===== src/rtl/branch_fwd_ctrl_pkg.sv =====
// Shared definitions for the branch-comparator forwarding controller.
// Holds the operand-select encoding (also used by the comparator operand
// muxes) and the record kept for each shadow-pipeline slot.
package branch_fwd_ctrl_pkg;

  localparam int SLOT_REG_W = 5;

  localparam logic [1:0] SRC_REG   = 2'b00;
  localparam logic [1:0] SRC_IDEX  = 2'b01;
  localparam logic [1:0] SRC_EXMEM = 2'b10;
  localparam logic [1:0] SRC_MEMWB = 2'b11;

  typedef struct packed {
    logic                  vld;
    logic                  wr_en;
    logic [SLOT_REG_W-1:0] dst;
    logic                  is_load;
  } slot_t;

endpackage


===== src/rtl/branch_fwd_ctrl_fwd_sel.sv =====
// Per-operand forwarding select for the ID-stage branch comparator.
// Ports:
//   i_reg          source register specifier of the operand
//   i_ex/i_mem/i_wb shadow slots for the instructions in EX, MEM, WB
//   o_sel          operand-mux select (SRC_* encoding)
//   o_load_hazard  youngest producer is a load whose data is not ready yet
module fwd_sel
  import branch_fwd_ctrl_pkg::*;
(
  input  logic [SLOT_REG_W-1:0] i_reg,
  input  slot_t                 i_ex,
  input  slot_t                 i_mem,
  input  slot_t                 i_wb,
  output logic [1:0]            o_sel,
  output logic                  o_load_hazard
);

  logic w_nonzero;
  logic w_hit_ex;
  logic w_hit_mem;
  logic w_hit_wb;

  // $0 is hardwired to zero, so it never matches a producer.
  assign w_nonzero = (i_reg != '0);
  assign w_hit_ex  = w_nonzero & i_ex.vld  & i_ex.wr_en  & (i_ex.dst  == i_reg);
  assign w_hit_mem = w_nonzero & i_mem.vld & i_mem.wr_en & (i_mem.dst == i_reg);
  assign w_hit_wb  = w_nonzero & i_wb.vld  & i_wb.wr_en  & (i_wb.dst  == i_reg);

  // Youngest producer wins. A load still in EX or MEM has no data to
  // forward, so the operand is held at the register-file path and flagged.
  always_comb begin
    o_sel         = SRC_REG;
    o_load_hazard = 1'b0;
    if (w_hit_ex) begin
      if (i_ex.is_load) o_load_hazard = 1'b1;
      else              o_sel         = SRC_IDEX;
    end else if (w_hit_mem) begin
      if (i_mem.is_load) o_load_hazard = 1'b1;
      else               o_sel         = SRC_EXMEM;
    end else if (w_hit_wb) begin
      o_sel = SRC_MEMWB;
    end
  end

endmodule


===== src/rtl/branch_fwd_ctrl.sv =====
// Forwarding and load-hazard controller for the ID-stage branch comparator.
// Tracks EX/MEM/WB destinations in a shadow pipeline and produces the
// comparator operand selects plus a stall for unresolved load producers.
// Ports:
//   clk, rst (async, active-high), hold (freeze tracker and counters)
//   id_*      decoded fields of the instruction in ID
//   ex_flush  squash the instruction entering EX
//   cmpsrc_a/b operand-mux selects (SRC_* encoding), stall
//   stall_cnt/fwd_cnt saturating event counters
module branch_fwd_ctrl
  import branch_fwd_ctrl_pkg::*;
#(
  parameter int REG_W  = 5,
  parameter int PERF_W = 16
) (
  input  logic              clk,
  input  logic              rst,
  input  logic              hold,
  input  logic              id_valid,
  input  logic              id_is_branch,
  input  logic [REG_W-1:0]  id_rs,
  input  logic [REG_W-1:0]  id_rt,
  input  logic              id_use_rt,
  input  logic              id_wr_en,
  input  logic [REG_W-1:0]  id_wr_reg,
  input  logic              id_is_load,
  input  logic              ex_flush,
  output logic [1:0]        cmpsrc_a,
  output logic [1:0]        cmpsrc_b,
  output logic              stall,
  output logic [PERF_W-1:0] stall_cnt,
  output logic [PERF_W-1:0] fwd_cnt
);

  slot_t             r_ex;
  slot_t             r_mem;
  slot_t             r_wb;
  logic [PERF_W-1:0] r_stall_cnt;
  logic [PERF_W-1:0] r_fwd_cnt;

  logic [1:0] w_sel_a;
  logic [1:0] w_sel_b;
  logic       w_haz_a;
  logic       w_haz_b;
  logic       w_branch;
  logic       w_use_b;
  logic       w_stall;
  logic       w_fwd;
  logic       w_issue;
  slot_t      w_ex_next;

  fwd_sel u_sel_a (
    .i_reg         (id_rs),
    .i_ex          (r_ex),
    .i_mem         (r_mem),
    .i_wb          (r_wb),
    .o_sel         (w_sel_a),
    .o_load_hazard (w_haz_a)
  );

  fwd_sel u_sel_b (
    .i_reg         (id_rt),
    .i_ex          (r_ex),
    .i_mem         (r_mem),
    .i_wb          (r_wb),
    .o_sel         (w_sel_b),
    .o_load_hazard (w_haz_b)
  );

  // Selects only matter for a real branch; B is ignored by rs-only branches.
  assign w_branch = id_valid & id_is_branch;
  assign w_use_b  = w_branch & id_use_rt;
  assign cmpsrc_a = w_branch ? w_sel_a : SRC_REG;
  assign cmpsrc_b = w_use_b  ? w_sel_b : SRC_REG;
  assign w_stall  = (w_branch & w_haz_a) | (w_use_b & w_haz_b);
  assign stall    = w_stall;
  assign w_fwd    = ~w_stall & ((cmpsrc_a != SRC_REG) | (cmpsrc_b != SRC_REG));

  // A stalled or flushed instruction enters EX as a bubble.
  assign w_issue   = id_valid & ~w_stall & ~ex_flush;
  assign w_ex_next = w_issue ? '{vld: 1'b1, wr_en: id_wr_en, dst: id_wr_reg,
                                 is_load: id_is_load}
                             : '0;

  always_ff @(posedge clk or posedge rst) begin
    if (rst) begin
      r_ex        <= '0;
      r_mem       <= '0;
      r_wb        <= '0;
      r_stall_cnt <= '0;
      r_fwd_cnt   <= '0;
    end else if (!hold) begin
      r_wb  <= r_mem;
      r_mem <= r_ex;
      r_ex  <= w_ex_next;
      if (w_stall && (r_stall_cnt != '1)) r_stall_cnt <= r_stall_cnt + 1'b1;
      if (w_fwd && (r_fwd_cnt != '1))     r_fwd_cnt   <= r_fwd_cnt + 1'b1;
    end
  end

  assign stall_cnt = r_stall_cnt;
  assign fwd_cnt   = r_fwd_cnt;

endmodule


===== config.mk =====
export PLATFORM = sky130hd
export DESIGN_NAME = branch_fwd_ctrl
export DESIGN_NICKNAME = d
export VERILOG_FILES = /design/src/rtl/branch_fwd_ctrl_pkg.sv /design/src/rtl/branch_fwd_ctrl_fwd_sel.sv /design/src/rtl/branch_fwd_ctrl.sv
export SDC_FILE = /design/constraint.sdc
export NUM_CORES = 1
export LEC_CHECK = 0
export BUFFER_PORTS_ARGS = -buffer_cell sky130_fd_sc_hd__clkbuf_2
export CORE_MARGIN = 3
export CORE_UTILIZATION = 25
export DETAILED_ROUTE_END_ITERATION = 10
export GPL_TIMING_DRIVEN = 0
export SLEW_MARGIN = 15
export SYNTH_ARGS = -nofsm -noshare
export SYNTH_HDL_FRONTEND = slang
export SYNTH_SLANG_ARGS = --single-unit

===== constraint.sdc =====
create_clock -name clk -period 4.85 [get_ports clk]
set_input_delay 0.97 -clock clk [delete_from_list [all_inputs] [get_ports clk]]
set_output_delay 0.97 -clock clk [all_outputs]
set_load 0.02 [all_outputs]

# Word-level counts from Yosys, hierarchy flattened
# Cells that the tools add are included.
[word_totals]
inputBits = 24
elab_cells = 78
out_inout_bits = 37
reg_bits = 55
[op_classes]
n_eq_ne = 8
addsub = 2
reduce_logical = 8
mux = 17
bitwise = 30
[op_table]
columns = ["operator", "n"]
rows = [
  ["adder 16 x 1 -> 16 bit (second input constant)", 2],
  ["inequality test 16 bit (second input constant)", 2],
  ["== test 5 bit", 6],
  ["AND 1 bit", 25],
  ["2-to-1 mux 2 bit", 9],
  ["nonzero test 5 bit", 2],
  ["2-to-1 mux 8 bit", 1],
  ["2-to-1 mux 1 bit", 7],
  ["AND reduction 2 bit", 2],
  ["nonzero test 2 bit", 2],
  ["inverter 1 bit", 3],
  ["logical AND 1 bit", 2],
  ["bitwise OR 1 bit", 2],
]

# Longest topological paths before layout
# Gate-level depths: netlist (run 1).
[logic_depth]
depth_word = 13
mapped_depth = 8
ltp_nobuf = 7

# By module
# A second synthesis (run 1) with hierarchy kept.
[unflattened]
hier_cells = 282
area_unflattened_um2 = 3143.0
[modules_own_cells]
columns = ["module", "cells_each", "area_each_um2", "instances", "seq_area_each_um2"]
rows = [
  ["branch_fwd_ctrl", 212, 2622.5, 1, 1401.3],
  ["fwd_sel", 35, 260.2, 2, 0.0],
]

# Least setup slack after synthesis (run 1)
# OpenSTA, ideal clock, no wires.
[synth_timing]
kind = "input to output"
start = "input port id_rs[4]"
end = "output port stall"
stages = 5
arrival_time_ps = 2356
slack_ps = 1524
path_buffers = 0
required_ps = 3880
cell_sequence = "xor2_1 or4_4 or2_4 o221a_4 nand2_1"
[synth_between]
elab_chain_len = 8
word_cells_on_any_way = 13
classes_between = "eq/ne (2); mux (2); bitwise (8); reduce/logical (1)"
[synth_lines]
columns = ["item", "line", "text"]
rows = [
  ["start, declared", "branch_fwd_ctrl.sv:21", "input logic [REG_W-1:0] id_rs,"],
  ["nonzero test 5 bit", "branch_fwd_ctrl_fwd_sel.sv:24", "assign w_nonzero = (i_reg != '0);"],
  ["AND 1 bit (3 in a row)", "branch_fwd_ctrl_fwd_sel.sv:26", "assign w_hit_mem = w_nonzero & i_mem.vld & i_mem.wr_en & (i_mem.dst == i_reg);"],
  ["2-to-1 mux 1 bit", "branch_fwd_ctrl_fwd_sel.sv:37", "end else if (w_hit_mem) begin"],
  ["2-to-1 mux 1 bit *", "branch_fwd_ctrl_fwd_sel.sv:34", "if (w_hit_ex) begin"],
  ["AND 1 bit *", "branch_fwd_ctrl.sv:75", "assign w_stall = (w_branch & w_haz_a) | (w_use_b & w_haz_b);"],
  ["bitwise OR 1 bit *", "branch_fwd_ctrl.sv:75", ""],
  ["end, declared", "branch_fwd_ctrl.sv:30", "output logic stall,"],
]
# Every way passes the cells marked *; elsewhere a longest branch is shown, timed or not.

# Worst setup path after layout (run 1)
# Same ends and word-level chain as after synthesis.

==> results of run 1 <==
-- metrics by stage --
stage / setup slack, ns / area [sq um] / hold WS, ns / total power (W)
after floorplan: 1.52 / 3210 / 0.472 / 0.000564
after global routing: 1.05 / 3880 / 0.513 / 0.00101
after CTS: 1.13 / 3880 / 0.493 / 0.000987
final: 1.16 / 3880 / 0.490 / 0.000961
after global placement: 1.14 / 3720 / 0.479 / 0.000598
after detailed placement: 1.14 / 3720 / 0.480 / 0.000600
-- synthesized netlist by cell type (all sizes together), types with 3 or more instances --
master   instances  area share [%]
a22o             7             1.9
a21oi            3            0.47
a2111oi          3             2.2
and3            11             2.1
nand3           20             3.5
xnor2           13             3.5
buf              5             1.5
inv              9             1.1
nor2            14             1.9
nor4             7             1.8
a211oi          15             5.1
xor2            47              13
a21o             3            0.70
clkbuf           3            0.47
nand4            4            0.78
nand2           18             2.1
dfrtp           55              43
nor3            11             2.5
mux2            18             6.3
-- layout make-up --
class	instances	area share, %
multi-input combinational	212	44.9
timing repair buffer	59	7.62
tap	168	5.42
inverter	9	0.936
clock buffer	6	3.58
buffer	8	1.65
clock inverter	2	0.420
sequential	55	35.5
-- worst min path at each step --
| stage | slack (ns) | endpoint | depth (start not counted) |
|---|---|---|---|
| 2_1_floorplan | 0.47 | r_ex[7] | 1 |
| 3_3_place_gp | 0.48 | stall_cnt[6] | 1 |
| 3_5_place_dp | 0.48 | fwd_cnt[13] | 1 |
| 4_1_cts | 0.49 | fwd_cnt[13] | 1 |
| 5_1_grt | 0.51 | fwd_cnt[13] | 1 |
| 6_report | 0.49 | fwd_cnt[9] | 1 |
-- power by group through the flow --
| stage | clock network [W] | logic (W) | registers, W |
|---|---|---|---|
| 5_1_grt | 0.000409 | 0.000108 | 0.000495 |
| 3_5_place_dp | 0 | 0.0000985 | 0.000502 |
| 6_report | 0.000372 | 0.0000968 | 0.000493 |
| 4_1_cts | 0.000395 | 0.0000990 | 0.000493 |
| 3_3_place_gp | 0 | 0.0000967 | 0.000501 |
| 2_1_floorplan | 0 | 0.0000659 | 0.000498 |
-- worst reg2reg max path, cell delays in order, from the launching register on --
cell and delay [ns]:
dfrtp_1 0.43, xor2_1 0.18, nor4_1 0.46, and2_2 0.26, a21o_1 0.11, a31o_2 0.22
buf_1 0.55, a211oi_2 0.17, xor2_1 0.18
-- kinds of logic after synthesis --
group | after synthesis | share of synthesized area [%]
simple gates | 92 | 17.1
xor+xnor | 60 | 16.4
flops | 55 | 42.8
compound gates | 40 | 13.6
mux | 18 | 6.31
buf+inv | 17 | 3.04
fa+ha+maj | 2 | 0.779
-- registers in the layout, summed over array words and instances, names as in the netlist --
signal and cells:
fwd_cnt 16, stall_cnt 16, r_ex 8, r_mem 8, r_wb 7
-- layer usage --
layer  wire [um]  vias up  global-route usage, %
li1            -     1158                      -
met1        3490     1168                   14.1
met2        3680       55                   18.3
met3         329        7                   2.09
met4          92        0                   3.08
met5           0        -                      0
==> flow_summary_export.csv, run 1 <==
group,metric,value,unit
global_routing,grt_usage,10.8,%
synthesis,seq_area_frac_synth,42.8,%
critical_path,critPathLaunchType,"input port",
cells_and_area,layout_common_cells,"59 x clkbuf_2, 55 x dfrtp_1, 47 x xor2_1",
timing,fin_tns_setup,0,ns
floorplan,die_area,14200,sq um
timing,finalSetupViolations,0,
critical_path,worstSetupEndpointType,"output pin",
synthesis,synth_warnings,0,
cells_and_area,n_fill_cell,1270,
clock_tree,cts_tree,"built",
synthesis,synth-main-ff-cell,"dfrtp_1",
status,status,"complete, no violations",
timing,slew_viol_final,0,
power_and_ir_drop,p_clk_share,38.7,%
routing,drt-pass1-iter-count,4,
timing,fmax,271,MHz
place,dp_cells,511,
routing,drt_iter0_drc,94,
clock_tree,cts_max_path_buffers,2,
clock_tree,cts-buffers-inserted,5,
place,portBuffers,59,
routing,totalWireLength,7590,um
routing,drc_errors,0,
timing,fin_skew,0.00783,ns
global_routing,grt_first_pass_wirelength,12600,um
power_and_ir_drop,vdd_drop_max,0.000113,V
cells_and_area,layout.cells.non_filler,519,
run,max_cap_viol_count,0,
critical_path,crit_start,"id_rs[4]",
cells_and_area,nNetsFinal,376,
critical_path,cp_slowest_cell,"or4_4",
critical_path,crit_type,"in2out",
clock_tree,cts_hold_buf,0,
synthesis,synth.distinct_cells,46,
power_and_ir_drop,p_int,0.000725,W
cells_and_area,layout_commonest_cell,"clkbuf_2",
critical_path,cp.depth,7,
timing,maxSlewHeadroom,44.3,%
timing,rsz0062_at_grt,"false",
critical_path,path_delay_family,"simple AND/OR/NAND/NOR gates",
min_path,hp-start,"fwd_cnt[9]",
global_routing,grt_pass1_vias,2491,
global_routing,antenna_found_initial,0,
timing,finalHoldViolCount,0,
synthesis,syn_avg_cell_area,11.3,sq um
floorplan,die_h,119,um
synthesis,ys_async_sr_fraction,100,%
critical_path,critPathMostFrequentCell,"clkbuf_2",
cells_and_area,diodes,0,
power_and_ir_drop,power_frac_seq,51.2,%
floorplan,row_count,40,
cells_and_area,regArea,1380,sq um
power_and_ir_drop,swShare,24.5,%
critical_path,cpPeakStageDelay,0.56,ns
cells_and_area,layout-drive-gt1-share,35.3,%
cells_and_area,syn_to_final_growth,20.6,%
critical_path,crit_end,"stall",
synthesis,synth_edf_count,0,
routing,vias,2388,
cells_and_area,final_core_util,31.6,%
power_and_ir_drop,p_leak,1.88,nW
floorplan,start_util,26.2,%
floorplan,coreArea,12300,sq um
routing,antenna_left,0,
critical_path,required,3.88,ns
critical_path,crit_chain,"clkbuf_2 -> xor2_1 -> or4_4 -> or2_4 -> o221a_4 -> nand2_1 -> clkbuf_2",
timing,finalCritPeriodShare,76.1,%
synthesis,ys_ff_latch,55,
clock_tree,clkTransAtPathRegs,0.07,ns
power_and_ir_drop,switchingPower,0.000236,W
global_routing,grt_max_degree,56,
routing,routedWlPerCell,14.6,um
floorplan,die-width,119,um
critical_path,crit_fanout,4,
cells_and_area,multiInputGateArea,1740,sq um
place,gp_congestion,0.828,
critical_path,rr_endpoint,"fwd_cnt[8]",
routing,vias_per_cell,4.60,
timing,tightest_slew,0.829,ns
floorplan,top_level_ports,61,
critical_path,reg2reg_slack,2.18,ns
synthesis,synthesis.area,3210,sq um
global_routing,grt_overflow_total,0,
synthesis,synthCells,284,
critical_path,rr_startpoint,"r_ex[3]",
power_and_ir_drop,p_per_area,248,nW/um^2
min_path,hp-class,"reg2reg",
timing,min_period,3.69,ns
power_and_ir_drop,power_frac_comb,10.1,%
clock_tree,htreeDepth,2,
critical_path,path_buf_inv,2,
clock_tree,postCtsSetupBuffers,0,
clock_tree,cts_num_sinks,55,
clock_tree,post_cts_resized,0,
critical_path,critPathArrivalTime,2.72,ns
critical_path,reg2regPathDepth,8,
place,hpwlAfterDp,5700,um
clock_tree,clock_latency,0.29,ns
synthesis,syn-num-nets,310,
clock_tree,cts_root_buffer,"clkbuf_16",
No activity file was read; power rests on OpenSTA's default activity.
==> inputs of run 2 (changes only) <==
- clock period: 4.85 -> 3.1 ns (I/O delays scaled with it)
==> run 2 against run 1 <==
  * Sequential share of layout area down 0.057 points
  * Flip-flop and latch count is the same
  * Clock skew unchanged
  * Critical path depth is 1 lower
  * Count of clock-buffer cells in the layout is the same
  * Via count up 0.38%
  * Global-route usage did not move
  * Die area did not move
  * Combinational power up 58%
  * Register-to-register slack got worse by 1.7 ns
  * Total power grew 57%
==> flow_summary_export.csv, run 2 (synthesized netlist as in run 1, its figures left out) <==
group,metric,value,unit
status,status,"complete, no violations",
timing,finalCritPeriodShare,96.5,%
timing,fin_tns_setup,0,ns
power_and_ir_drop,swShare,24.6,%
clock_tree,cts_num_sinks,55,
clock_tree,htreeDepth,2,
routing,drt-pass1-iter-count,4,
critical_path,rr_startpoint,"r_ex[5]",
routing,drt_iter0_drc,94,
min_path,hp-class,"in2async",
clock_tree,post_cts_resized,0,
timing,slew_viol_final,0,
clock_tree,clkTransAtPathRegs,0.07,ns
cells_and_area,n_fill_cell,1270,
floorplan,start_util,26.2,%
floorplan,die-width,119,um
place,portBuffers,59,
global_routing,grt_max_degree,56,
place,gp_congestion,0.828,
timing,tightest_slew,0.828,ns
clock_tree,cts_root_buffer,"clkbuf_16",
power_and_ir_drop,power_frac_comb,10.1,%
global_routing,grt_usage,10.8,%
power_and_ir_drop,p_per_area,388,nW/um^2
critical_path,reg2reg_slack,0.48,ns
cells_and_area,nNetsFinal,376,
clock_tree,clock_latency,0.29,ns
cells_and_area,layout_common_cells,"59 x clkbuf_2, 55 x dfrtp_1, 47 x xor2_1",
cells_and_area,layout_commonest_cell,"clkbuf_2",
cells_and_area,final_core_util,31.7,%
routing,routedWlPerCell,14.6,um
cells_and_area,layout-drive-gt1-share,35.6,%
critical_path,crit_fanout,4,
routing,drc_errors,0,
routing,antenna_left,0,
timing,fin_skew,0.00783,ns
floorplan,die_area,14200,sq um
cells_and_area,diodes,0,
timing,rsz0062_at_grt,"false",
routing,totalWireLength,7590,um
floorplan,row_count,40,
clock_tree,postCtsSetupBuffers,0,
clock_tree,cts-buffers-inserted,5,
critical_path,critPathArrivalTime,2.37,ns
clock_tree,cts_hold_buf,0,
timing,min_period,2.99,ns
timing,finalHoldViolCount,0,
routing,vias,2397,
global_routing,antenna_found_initial,0,
routing,vias_per_cell,4.62,
timing,maxSlewHeadroom,44.4,%
clock_tree,cts_tree,"built",
critical_path,worstSetupEndpointType,"output pin",
cells_and_area,syn_to_final_growth,20.8,%
power_and_ir_drop,p_clk_share,38.7,%
critical_path,critPathLaunchType,"flop",
clock_tree,cts_max_path_buffers,2,
floorplan,top_level_ports,61,
timing,finalSetupViolations,0,
critical_path,rr_endpoint,"r_ex[5]",
run,max_cap_viol_count,0,
critical_path,crit_start,"r_ex[5]",
floorplan,die_h,119,um
global_routing,grt_first_pass_wirelength,12600,um
place,hpwlAfterDp,5700,um
timing,fmax,334,MHz
power_and_ir_drop,power_frac_seq,51.2,%
critical_path,required,2.48,ns
power_and_ir_drop,p_leak,1.88,nW
global_routing,grt_overflow_total,0,
global_routing,grt_pass1_vias,2491,
power_and_ir_drop,p_int,0.00114,W
critical_path,reg2regPathDepth,7,
critical_path,crit_type,"reg2out",
power_and_ir_drop,switchingPower,0.000370,W
floorplan,coreArea,12300,sq um
power_and_ir_drop,vdd_drop_max,0.000177,V
[run 2: cell counts in the layout (fill, tap and decap cells not counted)]
No cell type changed its count.
[run 2: final cells by class]
type                       instances  area, sq um  area share [%]
sequential                        55         1380            35.4
buffer                             8         63.8            1.64
inverter                           9         36.3           0.935
tap                              168          210            5.41
timing repair buffer              59          295            7.61
clock buffer                       6          139            3.58
multi-input combinational        212         1750            45.0
clock inverter                     2         16.3           0.419
[run 2: metrics by stage]
stage / cell area, sq um / worst slack (ns) / total power (W) / instances / hold WS (ns)
2_1_floorplan: 3210 / 0.474 / 0.000882 / 284 / 0.472
3_3_place_gp: 3720 / 0.0855 / 0.000936 / 511 / 0.479
3_5_place_dp: 3720 / 0.0762 / 0.000939 / 511 / 0.480
4_1_cts: 3880 / 0.0654 / 0.00154 / 519 / 0.460
5_1_grt: 3880 / 0.0225 / 0.00158 / 519 / 0.484
6_report: 3880 / 0.110 / 0.00150 / 519 / 0.419
[run 2: power groups by stage]
stage | clock (W) | combinational [W] | sequential, W
2_1_floorplan | 0 | 0.000103 | 0.000779
3_3_place_gp | 0 | 0.000151 | 0.000784
3_5_place_dp | 0 | 0.000154 | 0.000785
4_1_cts | 0.000618 | 0.000155 | 0.000771
5_1_grt | 0.000640 | 0.000170 | 0.000775
6_report | 0.000582 | 0.000153 | 0.000771
[run 2: worst max path at each step]
stage	end	slack [ns]
floorplan	stall	0.47
global placement	fwd_cnt[9]	0.09
detailed placement	fwd_cnt[9]	0.08
CTS	stall	0.07
global route	stall	0.02
finish	stall	0.11
[run 2: metal layers]
metal / vias to the layer above / wire length, um / track usage, %
li1: 1156 / - / -
met1: 1179 / 3480 / 14.1
met2: 55 / 3680 / 18.3
met3: 7 / 329 / 2.09
met4: 0 / 92 / 3.08
met5: - / 0 / 0
[run 2: critical path, cell delays in order (launching register included)]
cell	delay, ns
dfrtp_1	0.44
xor2_1	0.18
or4_4	0.56
or2_4	0.27
o221a_4	0.26
nand2_1	0.16
clkbuf_2	0.21
==> inputs of run 3 (changes only) <==
- CORE_ASPECT_RATIO: not set -> 1.2
- CORE_MARGIN: 3 -> 2
- SKIP_CTS_REPAIR_TIMING: not set -> 1
==> run 3 against run 2 <==
  * Routed wire length rose by 3.0%
  * Die area is 3.3% lower
  * Maximum frequency grew 0.11%
  * Total power grew 1.4%
  * Via count is 2.2% higher
  * Worst hold slack better by 0.0088 ns
  * Register-to-register slack hardly changed
  * Count of clock-buffer cells in the layout fell by 1
  * Cell area shrank 0.19%
  * First-iteration DRC count down 22%
  * Clock skew increased by 0.00091 ns
  * Sequential power about the same
  * Largest power group unchanged
==> flow_summary_export.csv, run 3 (synthesized netlist as in run 1, its figures left out) <==
group,metric,value,unit
cells_and_area,layout.cells.non_filler,515,
cells_and_area,diodes,0,
cells_and_area,syn_to_final_growth,20.6,%
floorplan,coreArea,12600,sq um
cells_and_area,n_fill_cell,1329,
critical_path,rr_endpoint,"fwd_cnt[1]",
clock_tree,clock_latency,0.30,ns
routing,vias_per_cell,4.76,
floorplan,die_area,13800,sq um
cells_and_area,layout_common_cells,"59 x clkbuf_2, 55 x dfrtp_1, 47 x xor2_1",
timing,finalSetupViolations,0,
global_routing,use_met3,3.46,%
routing,drt-pass1-iter-count,6,
routing,totalWireLength,7820,um
timing,min_period,2.99,ns
clock_tree,clkTransAtPathRegs,0.08,ns
cells_and_area,layout_commonest_cell,"clkbuf_2",
place,place_worst_setup_slack,0.0997,ns
cells_and_area,layout-drive-gt1-share,35.6,%
critical_path,crit_fanout,4,
routing,routedWlPerCell,15.2,um
global_routing,grt_use_met2,19.1,%
critical_path,critPathLaunchType,"flop",
critical_path,critPathArrivalTime,2.37,ns
timing,rsz0062_at_grt,"false",
timing,fmax,335,MHz
critical_path,required,2.48,ns
critical_path,reg2reg_slack,0.47,ns
global_routing,antenna_found_initial,0,
clock_tree,cts-buffers-inserted,5,
floorplan,row_count,45,
global_routing,grt_max_degree,56,
place,portBuffers,59,
floorplan,die-width,107,um
clock_tree,cts_tree,"built",
power_and_ir_drop,total_power,0.00153,W
cells_and_area,nNetsFinal,376,
power_and_ir_drop,vdd_drop_max,0.000212,V
routing,vias,2450,
min_path,hp-class,"in2async",
routing,antenna_left,0,
floorplan,die_h,128,um
timing,finalHoldViolCount,0,
global_routing,grt_first_pass_wirelength,12900,um
timing,maxSlewHeadroom,50.1,%
global_routing,grt_usage,11.9,%
critical_path,worstSetupEndpointType,"output pin",
run,max_cap_viol_count,0,
timing,tightest_slew,0.743,ns
timing,fin_skew,0.00874,ns
timing,slew_viol_final,0,
critical_path,crit_type,"reg2out",
place,hpwlAfterDp,5930,um
routing,drt_iter0_drc,73,
place,dp_cells,507,
clock_tree,cts_num_sinks,55,
status,status,"complete, no violations",
cells_and_area,final_core_util,30.7,%
clock_tree,cts_max_path_buffers,2,
critical_path,reg2regPathDepth,7,
power_and_ir_drop,p_leak,1.88,nW
global_routing,grt_overflow_total,0,
clock_tree,cts_root_buffer,"clkbuf_16",
critical_path,rr_startpoint,"r_ex[5]",
floorplan,top_level_ports,61,
global_routing,grt_pass1_vias,2478,
power_and_ir_drop,p_per_area,394,nW/um^2
floorplan,start_util,25.5,%
global_routing,busiest_layer,"met2",
routing,drc_errors,0,
clock_tree,htreeDepth,2,
timing,fin_tns_setup,0,ns
timing,finalCritPeriodShare,96.4,%
global_routing,grt_util_met1,15.1,%
timing,worst_slack,0.113,ns
place,gp_congestion,0.980,
-- run 3: final cells by class --
cell class / count / area (sq um) / share of cell area [%]
Timing Repair Buffer: 59 / 295 / 7.62
Buffer: 8 / 63.8 / 1.65
Tap cell: 164 / 205 / 5.30
Sequential cell: 55 / 1380 / 35.5
Clock buffer: 5 / 125 / 3.23
Multi-Input combinational cell: 212 / 1740 / 44.9
Clock inverter: 3 / 31.3 / 0.807
Inverter: 9 / 36.3 / 0.936
-- run 3: power by group --
part | switching [W] | internal [W]
combinational | 0.0000841 | 0.0000693
clock | 0.000288 | 0.000313
sequential | 0.0000293 | 0.000742
-- run 3: worst max-delay path, stage by stage, from the launching register on --
cell and delay, ns:
dfrtp_1 0.45, xor2_1 0.19, or4_4 0.57, or2_4 0.27, o221a_4 0.26, nand2_2 0.13, clkbuf_2 0.19
-- run 3: how the worst max path moves through the flow --
| stage | from | endpoint | cells after the start |
|---|---|---|---|
| 2_1_floorplan | id_rs[4] | stall | 5 |
| 3_3_place_gp | id_rs[4] | stall | 7 |
| 3_5_place_dp | id_rs[4] | stall | 7 |
| 4_1_cts | r_ex[5] | stall | 6 |
| 5_1_grt | r_ex[5] | stall | 6 |
| 6_report | r_ex[5] | stall | 6 |
-- run 3: per-stage QoR --
step	hold WS, ns	cell area [sq um]
4_1_cts	0.454	3870
3_5_place_dp	0.478	3720
3_3_place_gp	0.475	3710
2_1_floorplan	0.472	3210
6_report	0.428	3870
5_1_grt	0.497	3870
-- run 3: layer usage --
layer | wire, um | up-vias
li1 | - | 1155
met1 | 3530 | 1223
met2 | 3640 | 59
met3 | 474 | 13
met4 | 176 | 0
met5 | 0 | -
